<file path="src/rtl/emissor_barramento.sv">
// Processor-side bus transaction issuer for an MSI snooping cache: decodes each CPU access
// into an optional victim write-back and bus message, sequences the handshakes, reports the new line state.
module emissor_barramento #(
  parameter int unsigned TAG_W   = 8,
  parameter int unsigned TIMEOUT = 16
) (
  input  logic             clk,
  input  logic             rst_n,
  input  logic             alternar,
  input  logic             req_valid,
  output logic             req_ready,
  input  logic             operacao,
  input  logic             acerto,
  input  logic [1:0]       estado,
  input  logic [TAG_W-1:0] tag_in,
  input  logic [TAG_W-1:0] wb_tag,
  output logic             wb_req,
  output logic [TAG_W-1:0] wb_addr,
  input  logic             wb_ack,
  output logic             bus_req,
  output logic [1:0]       bus_msg,
  output logic [TAG_W-1:0] bus_tag,
  input  logic             bus_gnt,
  input  logic             bus_ack,
  output logic             done,
  output logic             err,
  output logic [1:0]       estado_final
);

  localparam int unsigned CNT_W = (TIMEOUT > 2) ? $clog2(TIMEOUT) : 1;
  localparam logic [CNT_W-1:0] CNT_LAST = CNT_W'(TIMEOUT - 1);

  localparam logic [1:0] ST_INV = 2'b00;
  localparam logic [1:0] ST_SHD = 2'b01;
  localparam logic [1:0] ST_EXC = 2'b10;

  localparam logic [1:0] MSG_NONE = 2'b00;
  localparam logic [1:0] MSG_RDM  = 2'b01;
  localparam logic [1:0] MSG_WRM  = 2'b10;
  localparam logic [1:0] MSG_INV  = 2'b11;

  typedef enum logic [2:0] {
    S_IDLE,
    S_WB,
    S_BREQ,
    S_BXFER,
    S_DONE,
    S_ERR
  } state_t;

  state_t           state;
  logic [CNT_W-1:0] cnt;
  logic [1:0]       msg_q;
  logic [1:0]       fin_q;
  logic [TAG_W-1:0] tag_q;

  logic       accept;
  logic [1:0] dec_msg;
  logic [1:0] dec_fin;
  logic       dec_wb;

  assign req_ready = (state == S_IDLE) && !alternar;
  assign accept    = req_valid && req_ready;

  // Decode of the live request; only used on the accept cycle, results are then held.
  always_comb begin
    dec_msg = operacao ? MSG_WRM : MSG_RDM;
    dec_fin = operacao ? ST_EXC : ST_SHD;
    dec_wb  = 1'b0;
    case (estado)
      ST_SHD: begin
        if (acerto) begin
          dec_msg = operacao ? MSG_INV : MSG_NONE;
        end
      end
      ST_EXC: begin
        if (acerto) begin
          dec_msg = MSG_NONE;
          dec_fin = ST_EXC;
        end else begin
          dec_wb = 1'b1;
        end
      end
      default: ;
    endcase
  end

  // Sequencer; every output is set on the transition that enters the state that owns it.
  always_ff @(posedge clk or negedge rst_n) begin
    if (!rst_n) begin
      state        <= S_IDLE;
      cnt          <= '0;
      msg_q        <= MSG_NONE;
      fin_q        <= ST_INV;
      tag_q        <= '0;
      wb_req       <= 1'b0;
      wb_addr      <= '0;
      bus_req      <= 1'b0;
      bus_msg      <= MSG_NONE;
      bus_tag      <= '0;
      done         <= 1'b0;
      err          <= 1'b0;
      estado_final <= ST_INV;
    end else begin
      case (state)
        S_IDLE: begin
          if (accept) begin
            msg_q <= dec_msg;
            fin_q <= dec_fin;
            tag_q <= tag_in;
            cnt   <= '0;
            if (dec_wb) begin
              state   <= S_WB;
              wb_req  <= 1'b1;
              wb_addr <= wb_tag;
            end else if (dec_msg != MSG_NONE) begin
              state   <= S_BREQ;
              bus_req <= 1'b1;
              bus_msg <= dec_msg;
              bus_tag <= tag_in;
            end else begin
              state        <= S_DONE;
              done         <= 1'b1;
              estado_final <= dec_fin;
            end
          end
        end
        S_WB: begin
          if (wb_ack) begin
            state   <= S_BREQ;
            cnt     <= '0;
            wb_req  <= 1'b0;
            wb_addr <= '0;
            bus_req <= 1'b1;
            bus_msg <= msg_q;
            bus_tag <= tag_q;
          end else if (cnt == CNT_LAST) begin
            state   <= S_ERR;
            wb_req  <= 1'b0;
            wb_addr <= '0;
            done    <= 1'b1;
            err     <= 1'b1;
          end else begin
            cnt <= cnt + CNT_W'(1);
          end
        end
        S_BREQ: begin
          // A bus_ack coincident with the grant is ignored; it must recur in BXFER.
          if (bus_gnt) begin
            state <= S_BXFER;
            cnt   <= '0;
          end else if (cnt == CNT_LAST) begin
            state   <= S_ERR;
            bus_req <= 1'b0;
            bus_msg <= MSG_NONE;
            bus_tag <= '0;
            done    <= 1'b1;
            err     <= 1'b1;
          end else begin
            cnt <= cnt + CNT_W'(1);
          end
        end
        S_BXFER: begin
          if (bus_ack) begin
            state        <= S_DONE;
            bus_req      <= 1'b0;
            bus_msg      <= MSG_NONE;
            bus_tag      <= '0;
            done         <= 1'b1;
            estado_final <= fin_q;
          end else if (cnt == CNT_LAST) begin
            state   <= S_ERR;
            bus_req <= 1'b0;
            bus_msg <= MSG_NONE;
            bus_tag <= '0;
            done    <= 1'b1;
            err     <= 1'b1;
          end else begin
            cnt <= cnt + CNT_W'(1);
          end
        end
        S_DONE, S_ERR: begin
          state        <= S_IDLE;
          done         <= 1'b0;
          err          <= 1'b0;
          estado_final <= ST_INV;
        end
        default: begin
          state <= S_IDLE;
        end
      endcase
    end
  end

endmodule
</file>
<file path="config.mk">
export PLATFORM = sky130hd
export DESIGN_NAME = emissor_barramento
export DESIGN_NICKNAME = d
export VERILOG_FILES = /design/src/rtl/emissor_barramento.sv
export SDC_FILE = /design/constraint.sdc
export NUM_CORES = 1
export LEC_CHECK = 0
export CAP_MARGIN = 40
export CORE_MARGIN = 10
export CORE_UTILIZATION = 51
export CTS_CLUSTER_DIAMETER = 80
export DETAILED_ROUTE_END_ITERATION = 8
export PLACE_DENSITY = 0.86
export REMOVE_ABC_BUFFERS = 1
export SLEW_MARGIN = 20
export SYNTH_ARGS = -nofsm -noshare
export SYNTH_HDL_FRONTEND = slang
export SYNTH_SLANG_ARGS = --single-unit
</file>
<file path="constraint.sdc">
create_clock -name clk -period 2.1 [get_ports clk]
set_input_delay 0.21 -clock clk [delete_from_list [all_inputs] [get_ports clk]]
set_output_delay 0.21 -clock clk [all_outputs]
set_load 0.005 [all_outputs]
</file>
Word level (Yosys, flattened, before mapping). Index checks and enable logic that the tools add are counted.

$add $sub $neg: 1. Equal/unequal tests: 19. Mux-type cells: 75. Reductions and logical operators: 18.

Operators with widths (count): $mux 8 (11); $mux 2 (17); $pmux 8 s4 (1); $mux 1 (24); $mux 3 (7); $mux 4 (5); $ne 2x2->1 const B (9); $pmux 4 s4 (1); $pmux 8 s2 (1); $pmux 3 s4 (1); $reduce_and 6->1 (2); $pmux 1 s4 (2); $pmux 2 s4 (1); $reduce_and 4->1 (2); $reduce_bool 4->1 (2); $eq 3x2->1 const B (2); $eq 3x3->1 const B (2); $pmux 2 s3 (1); $pmux 1 s5 (1); $reduce_and 5->1 (1); $reduce_bool 5->1 (1); $add 4x1->4 const B (1); $eq 4x4->1 const B (1); $pmux 2 s2 (1); other kinds (14) (16).

Register bits: 43. Input bits: 27. Output and inout bits: 25. Word-level logic and storage cells: 126.

Depth between registers and ports, before layout. Gate-level depths: netlist (run 1).

Depth in word-level cells: 8. Gate-level depth with buffers: 8. Mapped depth without buffers: 7.

Least setup slack after synthesis (run 1). Ideal clock, no wire load.

Path kind: input to register. Start: input port estado[0]. End: register bus_msg[0]. Setup time: 0.118 ns. Arrival time: 1.518 ns. Data required time: 1.982 ns. Path slack: 0.464 ns. Cell stages on the path: 8. Buffers on the path: 1. Path through: inv_1 > ha_1 > and2b_1 > o32ai_2 > o211ai_2 > nand2b_4 > buf_6 > a21o_1.

Longest elaborated chain between the ends: 6. Elaborated cells on any way between the ends: 12. Those cells by class: eq/ne: 4; mux: 6; reduce/logical: 2.

Ends and longest elaborated chain: from (decl) (RTL line 14) `input logic [1:0] estado,`; $eq 2x2->1 or $eq 2x1->1 (tied branches) (RTL line 70) `case (estado)`; $pmux 2 s2 (RTL line 70); $mux 2 (RTL line 116) `end else if (dec_msg != MSG_NONE) begin`; $mux 2 (RTL line 112) `if (dec_wb) begin`; $mux 2 (RTL line 107) `if (accept) begin`; $pmux 2 s4 (RTL line 105) `case (state)`; to (signal assigned) (RTL line 119) `bus_msg <= dec_msg;`; to (signal assigned) (RTL line 135) `bus_msg <= msg_q;`; to (decl) (RTL line 21) `output logic [1:0] bus_msg,`.

Several ways; a longest one is shown, not always the timed one. The select of a mux whose other input is x is not followed. A chain may end at the register's enable or synchronous reset.

Worst setup path after layout (run 1).
Start: register state[2]. End: output port req_ready.

Longest elaborated chain between the ends: 2.

Ends and longest elaborated chain: from (decl) (RTL line 51) `state_t state;`; from (signal assigned) (RTL line 91) `state <= S_IDLE;`; from (signal assigned) (RTL line 113) `state <= S_WB;`; from (signal assigned) (RTL line 117) `state <= S_BREQ;`; $logic_not 3->1 (RTL line 62) `assign req_ready = (state == S_IDLE) && !alternar;`; $logic_and 1x1->1 (RTL line 62); to (decl) (RTL line 11) `output logic req_ready,`.

Every way passes these cells.

==> results.py, run 1 <==
metrics = {
    "critical_path": {
        "r2r_setup_slack_ns": 0.16,
        "crit_path_start_kind": "register",
        "r2r_start": "state[0]",
        "cp.required_ns": 1.89,
        "critPathCaptureType": "primary output",
        "crit_type": "reg -> out",
        "cp.arrival_ns": 1.81,
        "r2r-end": "cnt[0]",
        "r2r_cells": 7,
        "crit_fanout": 12,
    },
    "pwr": {
        "power_density_nw_per_um2": 1137,
        "peakVddDrop_uv": 694.8,
        "leakage_nw": 1.500,
        "power.total_mw": 3.674,
    },
    "finish": {
        "multi_input_area_um2": 1201,
        "antenna_cells": 0,
        "layout-drive-gt1-share_pct": 13.99,
        "fill_cells": 340,
        "fin_nets": 376,
        "layout-area-overhead-vs-synth_pct": 33.57,
        "fin_util_pct": 72.20,
        "seq_area_um2": 1080,
        "fin_cells": 395,
        "design_area_um2": 3231,
    },
    "sta": {
        "rsz0062_at_grt": "no",
        "fin_skew_ns": 0.006772,
        "setup_viol": 0,
        "final_max_slew_viol_count": 0,
        "tns_ns": 0,
        "worst_pin_slew_ns": 0.4815,
        "finalCritPeriodShare_pct": 96.15,
        "hold_viol": 0,
        "min_period_ns": 2.019,
        "fmax_ghz": 0.4952,
        "slew_headroom_pct": 67.68,
    },
    "routing": {
        "drc": 0,
        "drtAntennaViolNets": 0,
        "wl_per_cell_um": 16.30,
        "vias": 2242,
        "vias_per_cell": 5.676,
        "drt-total-wl_mm": 6.439,
        "drt_iter0_drc": 147,
        "drt_first_pass_iters": 4,
    },
    "grt": {
        "grt_pass1_wl_mm": 10.43,
        "grt_pass1_vias": 2229,
        "antenna_found_initial": 0,
        "grtUsageTotal_pct": 16.73,
        "grt.overflow.total": 0,
        "grt_max_degree": 28,
    },
    "yosys": {
        "synthDistinctLibCells": 44,
        "synth-seq-cells": 43,
        "synth_edf_count": 0,
        "synthFlopType": "dfrtp_1",
        "syn_inst": 272,
        "syn_avg_cell_area_um2": 8.892,
        "synthArstFlopShare_pct": 100.0,
        "syn_area_um2": 2419,
        "seq_area_frac_synth_pct": 44.49,
        "ys_warn_count": 0,
    },
    "hold_path": {
        "min_path_type": "in -> async",
    },
    "die": {
        "core_area_um2": 4474,
        "io-pin-count": 52,
        "die_area_um2": 7897,
        "dieWidth_um": 88.87,
        "die_h_um": 88.87,
        "start_util_pct": 54.05,
        "placementRows": 24,
    },
    "clocking": {
        "cts_buffers": 5,
        "clock_latency_ns": 0.31,
        "numClockSinks": 43,
        "clock_tree.buffer_depth": 2,
        "htreeDepth": 2,
        "cts.clk_slew.worst_paths_ns": 0.08,
        "cts_root_buffer": "clkbuf_8",
        "cts_tree": "built",
    },
    "place": {
        "io_buffers": 51,
        "dpl.hpwl_mm": 4.594,
        "place_inst": 383,
        "place_area_um2": 3074,
        "gp_congestion": 0.9127,
    },
    "run_status": {
        "status": "finished clean",
    },
    "run": {
        "maxCapViolations": 0,
    },
}
-- synth_stat cells (2+ instances only) --
master,count,share of area [%]
and3_1,4,1.0
nand3_1,12,2.5
dfrtp_1,43,44
inv_1,16,2.5
a21oi_1,28,5.8
a31oi_1,2,0.52
ha_1,6,3.1
nand2b_1,7,1.8
a221oi_1,2,0.72
and3b_1,2,0.72
o2bb2ai_1,9,3.3
o22a_1,4,1.4
clkbuf_1,6,0.93
a2bb2oi_1,3,1.1
buf_6,3,1.4
nor2b_1,2,0.52
a22o_1,3,1.1
a21o_1,4,1.2
nor3_1,3,0.62
o21ai_0,12,2.5
buf_2,4,0.83
nand2_1,57,8.8
nor2_1,11,1.7
mux2i_1,9,3.7
-- placed cells by master (no fill, tap or decap), drive strengths merged, types with 2 or more instances in the layout --
| master | n |
|---|---|
| nand2 | 57 |
| clkdlybuf4s50 | 50 |
| dfrtp | 43 |
| a21oi | 28 |
| buf | 28 |
| inv | 16 |
| nor2 | 13 |
| nand3 | 12 |
| o21ai | 12 |
| mux2i | 9 |
| o2bb2ai | 9 |
| nand2b | 8 |
| ha | 6 |
| clkbuf | 5 |
| and3 | 4 |
| a21o | 4 |
| o22a | 4 |
| nor3 | 3 |
| a22o | 3 |
| a2bb2oi | 3 |
| nor2b | 3 |
| a31oi | 2 |
| and3b | 2 |
| a221oi | 2 |
-- flip-flops by register name, indices dropped and copies added, names as in the netlist, 2 cells and up --
name          flops
fin_q             2
estado_final      2
bus_tag           8
wb_addr           8
tag_q             8
state             3
cnt               4
msg_q             2
bus_msg           2
-- timing repair --
| action | CTS | global route |
|---|---|---|
| gates resized for setup | 2 | 2 |
| hold endpoints to repair | 16 | 0 |
| hold buffers | 1 | 0 |
| setup buffers | 0 | 4 |
| setup endpoints to repair | 1 | 3 |
-- through the flow --
step / setup slack (ns) / hold WS [ns]
after global routing: 0.01980 / 0.3843
final: 0.08080 / 0.3395
after global placement: -0.04856 / 0.1502
after CTS: 0.02395 / 0.3512
after detailed placement: -0.1401 / 0.1498
after floorplan: 0.01216 / -0.08559
-- how the worst max path moves through the flow --
stage,start,to,cells past startpoint
floorplan,state[1],wb_addr[0],5
global placement,operacao,estado_final[0],8
detailed placement,operacao,estado_final[1],8
CTS,state[2],req_ready,3
global route,state[2],req_ready,3
finish,state[2],req_ready,3
-- critical path, cell delays in order (launching register included) --
cell and delay [ns]:
dfrtp_2 0.50, or3_4 0.40, nor2_1 0.10, clkdlybuf4s50_1 0.51
-- area by class of cell --
class	count	share of cell area (%)
timing repair buffer	79	22.23
sequential	43	33.42
multi-input combinational	198	37.18
clock inverter	2	1.162
inverter	16	1.859
tap	52	2.014
clock buffer	5	2.130
-- power breakdown --
group          internal (mW)  switching, mW  total (mW)
sequential              1.18          0.214        1.40
clock                  0.348          0.299       0.646
combinational          0.885          0.746        1.63
-- logic make-up (layout without fill, tap and decap cells) --
group	after synthesis	count (layout)	synth area share, %
DFF	43	43	44.49
buffers and inverters	31	102	6.104
muxes	10	10	4.190
AOI/OAI and AO/OA	74	74	20.69
and+or+nand+nor	108	108	21.42
adders and majority gates	6	6	3.104
-- layer usage --
metal / part of all wire, % / global-route usage [%]
met5: 0 / 0
met3: 9.3 / 6.066
met1: 40 / 19.49
met4: 1.9 / 7.930
met2: 48 / 26.80
Power figures use the tool's default switching activity.
==> run 2: changes to the inputs <==
--- a/config.mk
+++ b/config.mk
@@ -6,7 +6,6 @@
 export NUM_CORES = 1
 export LEC_CHECK = 0
 export CAP_MARGIN = 40
-export CORE_MARGIN = 10
 export CORE_UTILIZATION = 51
 export CTS_CLUSTER_DIAMETER = 80
 export DETAILED_ROUTE_END_ITERATION = 8
==> results.py, run 2 (synthesis gave the netlist of run 1 again) <==
metrics = {
    "sta": {
        "rsz0062_at_grt": "no",
        "min_period_ns": 2.035,
        "finalCritPeriodShare_pct": 96.92,
        "final_max_slew_viol_count": 0,
        "fmax_ghz": 0.4913,
        "hold_viol": 0,
        "worst_pin_slew_ns": 0.4659,
        "finalWorstSetupSlack_ns": 0.06459,
        "setup_viol": 0,
        "slew_headroom_pct": 68.86,
        "fin_skew_ns": 0.01442,
    },
    "grt": {
        "grt_max_degree": 17,
        "antenna_found_initial": 0,
        "grtUsageTotal_pct": 25.94,
        "grt_pass1_wl_mm": 10.18,
        "grt.overflow.total": 0,
        "grt_pass1_vias": 2212,
    },
    "critical_path": {
        "cp-endpoint": "req_ready",
        "r2r_start": "state[1]",
        "r2r-end": "msg_q[0]",
        "r2r_cells": 5,
        "r2r_setup_slack_ns": 0.21,
        "crit_type": "reg -> out",
        "cp.required_ns": 1.89,
        "crit_fanout": 8,
        "critPathCaptureType": "primary output",
        "crit_path_start_kind": "register",
        "cp-startpoint": "state[2]",
        "cp.arrival_ns": 1.83,
    },
    "routing": {
        "drt-met1-wl_mm": 2.603,
        "drtAntennaViolNets": 0,
        "route.met2.wl_mm": 2.983,
        "vias": 2269,
        "wl_per_cell_um": 15.41,
        "drt-total-wl_mm": 6.025,
        "drt_first_pass_iters": 6,
        "top_layer": "met4",
        "drt_iter0_drc": 173,
        "vias_per_cell": 5.803,
        "wl_met3_um": 362,
        "drc": 0,
    },
    "finish": {
        "layout-area-overhead-vs-synth_pct": 32.85,
        "final_cell_mix": "nand2_1, clkdlybuf4s50_1, dfrtp_1, a21oi_1, buf_4",
        "antenna_cells": 0,
        "reg_top3": "bus_tag (8), tag_q (8), wb_addr (8)",
        "layout_commonest_cell": "nand2_1",
        "fin_nets": 371,
        "layout-drive-gt1-share_pct": 12.39,
        "fill_cells": 339,
    },
    "clocking": {
        "cts.clk_slew.worst_paths_ns": 0.09,
        "clock_latency_ns": 0.30,
        "htreeDepth": 2,
        "numClockSinks": 43,
        "clock_tree.buffer_depth": 2,
        "cts_root_buffer": "clkbuf_8",
        "cts_buffers": 5,
        "cts_tree": "built",
    },
    "pwr": {
        "leakage_nw": 1.491,
        "power.total_mw": 3.713,
        "peakVddDrop_uv": 745.2,
        "power_density_nw_per_um2": 1156,
    },
    "die": {
        "die_h_um": 70.87,
        "placementRows": 24,
        "die_area_um2": 5022,
        "core_area_um2": 4444,
        "start_util_pct": 54.42,
        "dieWidth_um": 70.87,
        "io-pin-count": 52,
    },
    "run_status": {
        "status": "finished clean",
    },
    "place": {
        "place_ws_ns": -0.09214,
        "io_buffers": 51,
        "dpl.hpwl_mm": 4.304,
        "gp_congestion": 0.8879,
    },
    "run": {
        "maxCapViolations": 0,
    },
    "hold_path": {
        "min_path_type": "in -> async",
    },
}
==> run 2: cell count changes in the layout (fill, tap and decap cells not counted), sizes merged <==
cell      delta
clkinvlp     -1
clkbuf       +1
buf          -5
inv          +1
==> run 2: timing repair <==
item | 4_1_cts | 5_1_grt
endpoints found under the setup margin | 1 | 1
hold buffers | 1 | 0
gates resized for setup | 1 | 1
endpoints found under the hold margin | 12 | 0
setup buffers | 1 | 0
==> run 2: how the worst min path moves through the flow <==
stage,endpoint,cells past startpoint,start,slack (ns)
after CTS,wb_addr[6],2,rst_n,0.33
after floorplan,bus_msg[0],0,rst_n,-0.09
after detailed placement,tag_q[2],1,rst_n,0.13
final,tag_q[5],2,rst_n,0.32
after global placement,wb_addr[6],1,rst_n,0.12
after global routing,msg_q[0],2,rst_n,0.35
==> run 2: power by group <==
group | total, mW | internal, mW | switching, mW
registers | 1.40 | 1.18 | 0.213
logic | 1.62 | 0.874 | 0.745
clock network | 0.699 | 0.391 | 0.308
total | 3.71 | 2.45 | 1.27
==> run 2: worst max-delay path, stage by stage (launching register included) <==
cell             delay (ns)
dfrtp_2                0.48
or3_4                  0.39
nor2_1                 0.14
clkdlybuf4s50_1        0.52
==> run 2: area by class of cell <==
class / count / area (µm²) / share of cell area [%]
multi-input cells: 198 / 1195 / 37.19
flip-flops and latches: 43 / 1079 / 33.57
repair buffers: 74 / 693.2 / 21.57
clock buffers: 6 / 82.58 / 2.570
well taps: 52 / 65.06 / 2.025
inverters: 16 / 60.06 / 1.869
clock inverters: 2 / 38.79 / 1.207
==> run 2: stage by stage <==
stage / cell area [µm²] / hold slack, ns / instances / TNS [ns] / utilization (%)
floorplan: 2331 / -0.08559 / 257 / 0 / -
global placement: 3072 / 0.1151 / 381 / -0.1296 / 69.12
detailed placement: 3072 / 0.1252 / 381 / -0.8595 / 69.12
CTS: 3212 / 0.3267 / 391 / 0 / 72.27
global route: 3213 / 0.3487 / 391 / 0 / 72.30
finish: 3213 / 0.3205 / 391 / 0 / 72.30
==> run 2: metal layers <==
| metal | global-route usage, % | up-vias |
|---|---|---|
| met2 | 43.38 | 89 |
| met1 | 33.49 | 1093 |
| met3 | 5.413 | 13 |
| li1 | - | 1074 |
| met4 | 9.333 | 0 |
| met5 | 0 | - |
==> run 3: changes to the inputs <==
--- a/config.mk
+++ b/config.mk
@@ -6,10 +6,10 @@
 export NUM_CORES = 1
 export LEC_CHECK = 0
 export CAP_MARGIN = 40
-export CORE_UTILIZATION = 51
+export CORE_UTILIZATION = 46
 export CTS_CLUSTER_DIAMETER = 80
 export DETAILED_ROUTE_END_ITERATION = 8
-export PLACE_DENSITY = 0.86
+export PLACE_DENSITY = 0.82
 export REMOVE_ABC_BUFFERS = 1
 export SLEW_MARGIN = 20
 export SYNTH_ARGS = -nofsm -noshare
==> constraint.sdc (replaced) <==
create_clock -name clk -period 1.7 [get_ports clk]
set_input_delay 0.17 -clock clk [delete_from_list [all_inputs] [get_ports clk]]
set_output_delay 0.17 -clock clk [all_outputs]
set_load 0.005 [all_outputs]
==> results.py, run 3 (synthesis gave the netlist of run 1 again) <==
metrics = {
    "run_status": {
        "status": "finished clean",
    },
    "die": {
        "placementRows": 26,
        "start_util_pct": 47.66,
        "die_area_um2": 5552,
        "die_h_um": 74.51,
        "io-pin-count": 52,
        "core_area_um2": 5075,
        "dieWidth_um": 74.51,
    },
    "clocking": {
        "cts_tree": "built",
        "clock_latency_ns": 0.30,
        "cts_root_buffer": "clkbuf_8",
        "cts.clk_slew.worst_paths_ns": 0.08,
        "clock_tree.buffer_depth": 2,
        "cts_buffers": 5,
        "htreeDepth": 2,
        "numClockSinks": 43,
    },
    "hold_path": {
        "min_path_type": "in -> reg",
    },
    "critical_path": {
        "cp.required_ns": 1.90,
        "cp_top_family": "buffers and inverters",
        "worstPathCellList": "buf_4, buf_6, nor4b_4, a31oi_1, o211ai_2, buf_6, nor3_2, a21o_1",
        "path_common_cell": "buf_6",
        "crit_type": "reg -> reg",
        "crit_buf_inv": 3,
        "crit_fanout": 9,
        "cp.arrival_ns": 1.87,
        "slowest_stage": "dfrtp_1",
        "r2r_setup_slack_ns": 0.03,
        "critPathCaptureType": "register",
        "max_stage_delay_ns": 0.38,
        "crit_path_start_kind": "register",
    },
    "grt": {
        "grt.overflow.total": 0,
        "grt_pass1_wl_mm": 10.83,
        "grtUsageTotal_pct": 25.82,
        "grt_max_degree": 44,
        "grt_pass1_vias": 2341,
        "antenna_found_initial": 0,
    },
    "finish": {
        "seq_area_um2": 1076,
        "layout_commonest_cell": "nand2_1",
        "final_cell_mix": "nand2_1, clkdlybuf4s50_1, dfrtp_1, buf_4, a21oi_1",
        "multi_input_area_um2": 1339,
        "fill_cells": 359,
        "layout-area-overhead-vs-synth_pct": 46.51,
        "antenna_cells": 0,
        "reg_top3": "bus_tag (8), tag_q (8), wb_addr (8)",
        "fin_cells": 430,
        "layout-drive-gt1-share_pct": 22.50,
        "fin_nets": 392,
    },
    "routing": {
        "drt_first_pass_iters": 4,
        "drt_iter0_drc": 133,
        "drc": 0,
        "drtAntennaViolNets": 0,
        "wl_per_cell_um": 15.45,
        "drt-total-wl_mm": 6.642,
        "vias_per_cell": 5.484,
        "vias": 2358,
    },
    "sta": {
        "final_max_slew_viol_count": 0,
        "setup_viol": 0,
        "slew_headroom_pct": 63.29,
        "hold_viol": 0,
        "fin_skew_ns": 0.003369,
        "worst_pin_slew_ns": 0.5506,
        "min_period_ns": 1.665,
        "fmax_ghz": 0.6005,
        "rsz0062_at_grt": "yes",
        "finalCritPeriodShare_pct": 97.96,
        "tns_ns": 0,
    },
    "place": {
        "dpl.hpwl_mm": 4.338,
        "gp_congestion": 0.9633,
        "place_inst": 417,
        "io_buffers": 51,
    },
    "pwr": {
        "power.total_mw": 4.994,
        "power_density_nw_per_um2": 1409,
        "peakVddDrop_uv": 933.3,
        "leakage_nw": 1.639,
    },
    "run": {
        "maxCapViolations": 0,
    },
}
[run 3: cell types whose count changed in the layout (fill, tap and decap cells not counted), sizes merged]
| cell | change |
|---|---|
| inv | -1 |
| nand2b | +1 |
| dlygate4sd2 | +5 |
| bufinv | +1 |
| buf | +20 |
| clkdlybuf4s50 | -5 |
[run 3: path summary, 6_finish.rpt]
kind | start | endpoint | cells after the start
worst max-delay path | state[1] | bus_msg[0] | 8
worst min-delay path | wb_tag[0] | wb_addr[0] | 3
worst max register to register | state[1] | bus_msg[0] | 8
worst min register to register | tag_q[3] | tag_q[3] | 2
max in group asynchronous | rst_n | bus_tag[6] | 3
min in group asynchronous | rst_n | wb_addr[2] | 3
[run 3: area by class of cell]
cell class	instances	area share (%)
Clock buffer	6	2.048
Clock inverter	2	1.695
Inverter	16	1.695
Multi-Input combinational cell	199	37.78
Sequential cell	43	30.37
Tap cell	70	2.472
Timing Repair Buffer	94	23.94
[run 3: timing repair]
item | CTS | global route
cloned | 1 | 0
pin swaps | 8 | 3
gates resized for setup | 31 | 6
setup endpoints to repair | 20 | 29
buffers inserted | 4 | 0
hold buffers | 1 | 0
hold endpoints to repair | 43 | 0
[run 3: per-layer routing]
metal / share of wire, % / global-route usage, %
met1: 42 / 32.55
met5: 0 / 0
met2: 50 / 43.84
met3: 6.0 / 5.827
met4: 2.1 / 8.595
[run 3: worst register-to-register path, stage by stage, from the launching register on]
cell	delay, ns
dfrtp_1	0.38
buf_4	0.15
buf_6	0.14
nor4b_4	0.27
a31oi_1	0.10
o211ai_2	0.14
buf_6	0.20
nor3_2	0.05
a21o_1	0.15
[run 3: power by group]
group / switching [mW] / total (mW) / internal [mW] / leakage, nW
sequential: 0.265 / 1.72 / 1.46 / 0.527
combinational: 1.06 / 2.32 / 1.26 / 1.05
clock: 0.363 / 0.950 / 0.587 / 0.0654
total: 1.68 / 4.99 / 3.31 / 1.64
[run 3: metrics by stage]
stage	setup slack, ns	hold WS, ns	instance area (µm²)	utilization (%)
global placement	-0.4124	0.2676	3217	63.39
global route	-0.01389	0.4213	3543	69.82
floorplan	-0.3878	-0.1256	2331	-
detailed placement	-0.5411	0.2754	3217	63.39
finish	0.03472	0.4083	3543	69.82
CTS	0.007416	0.4009	3516	69.28
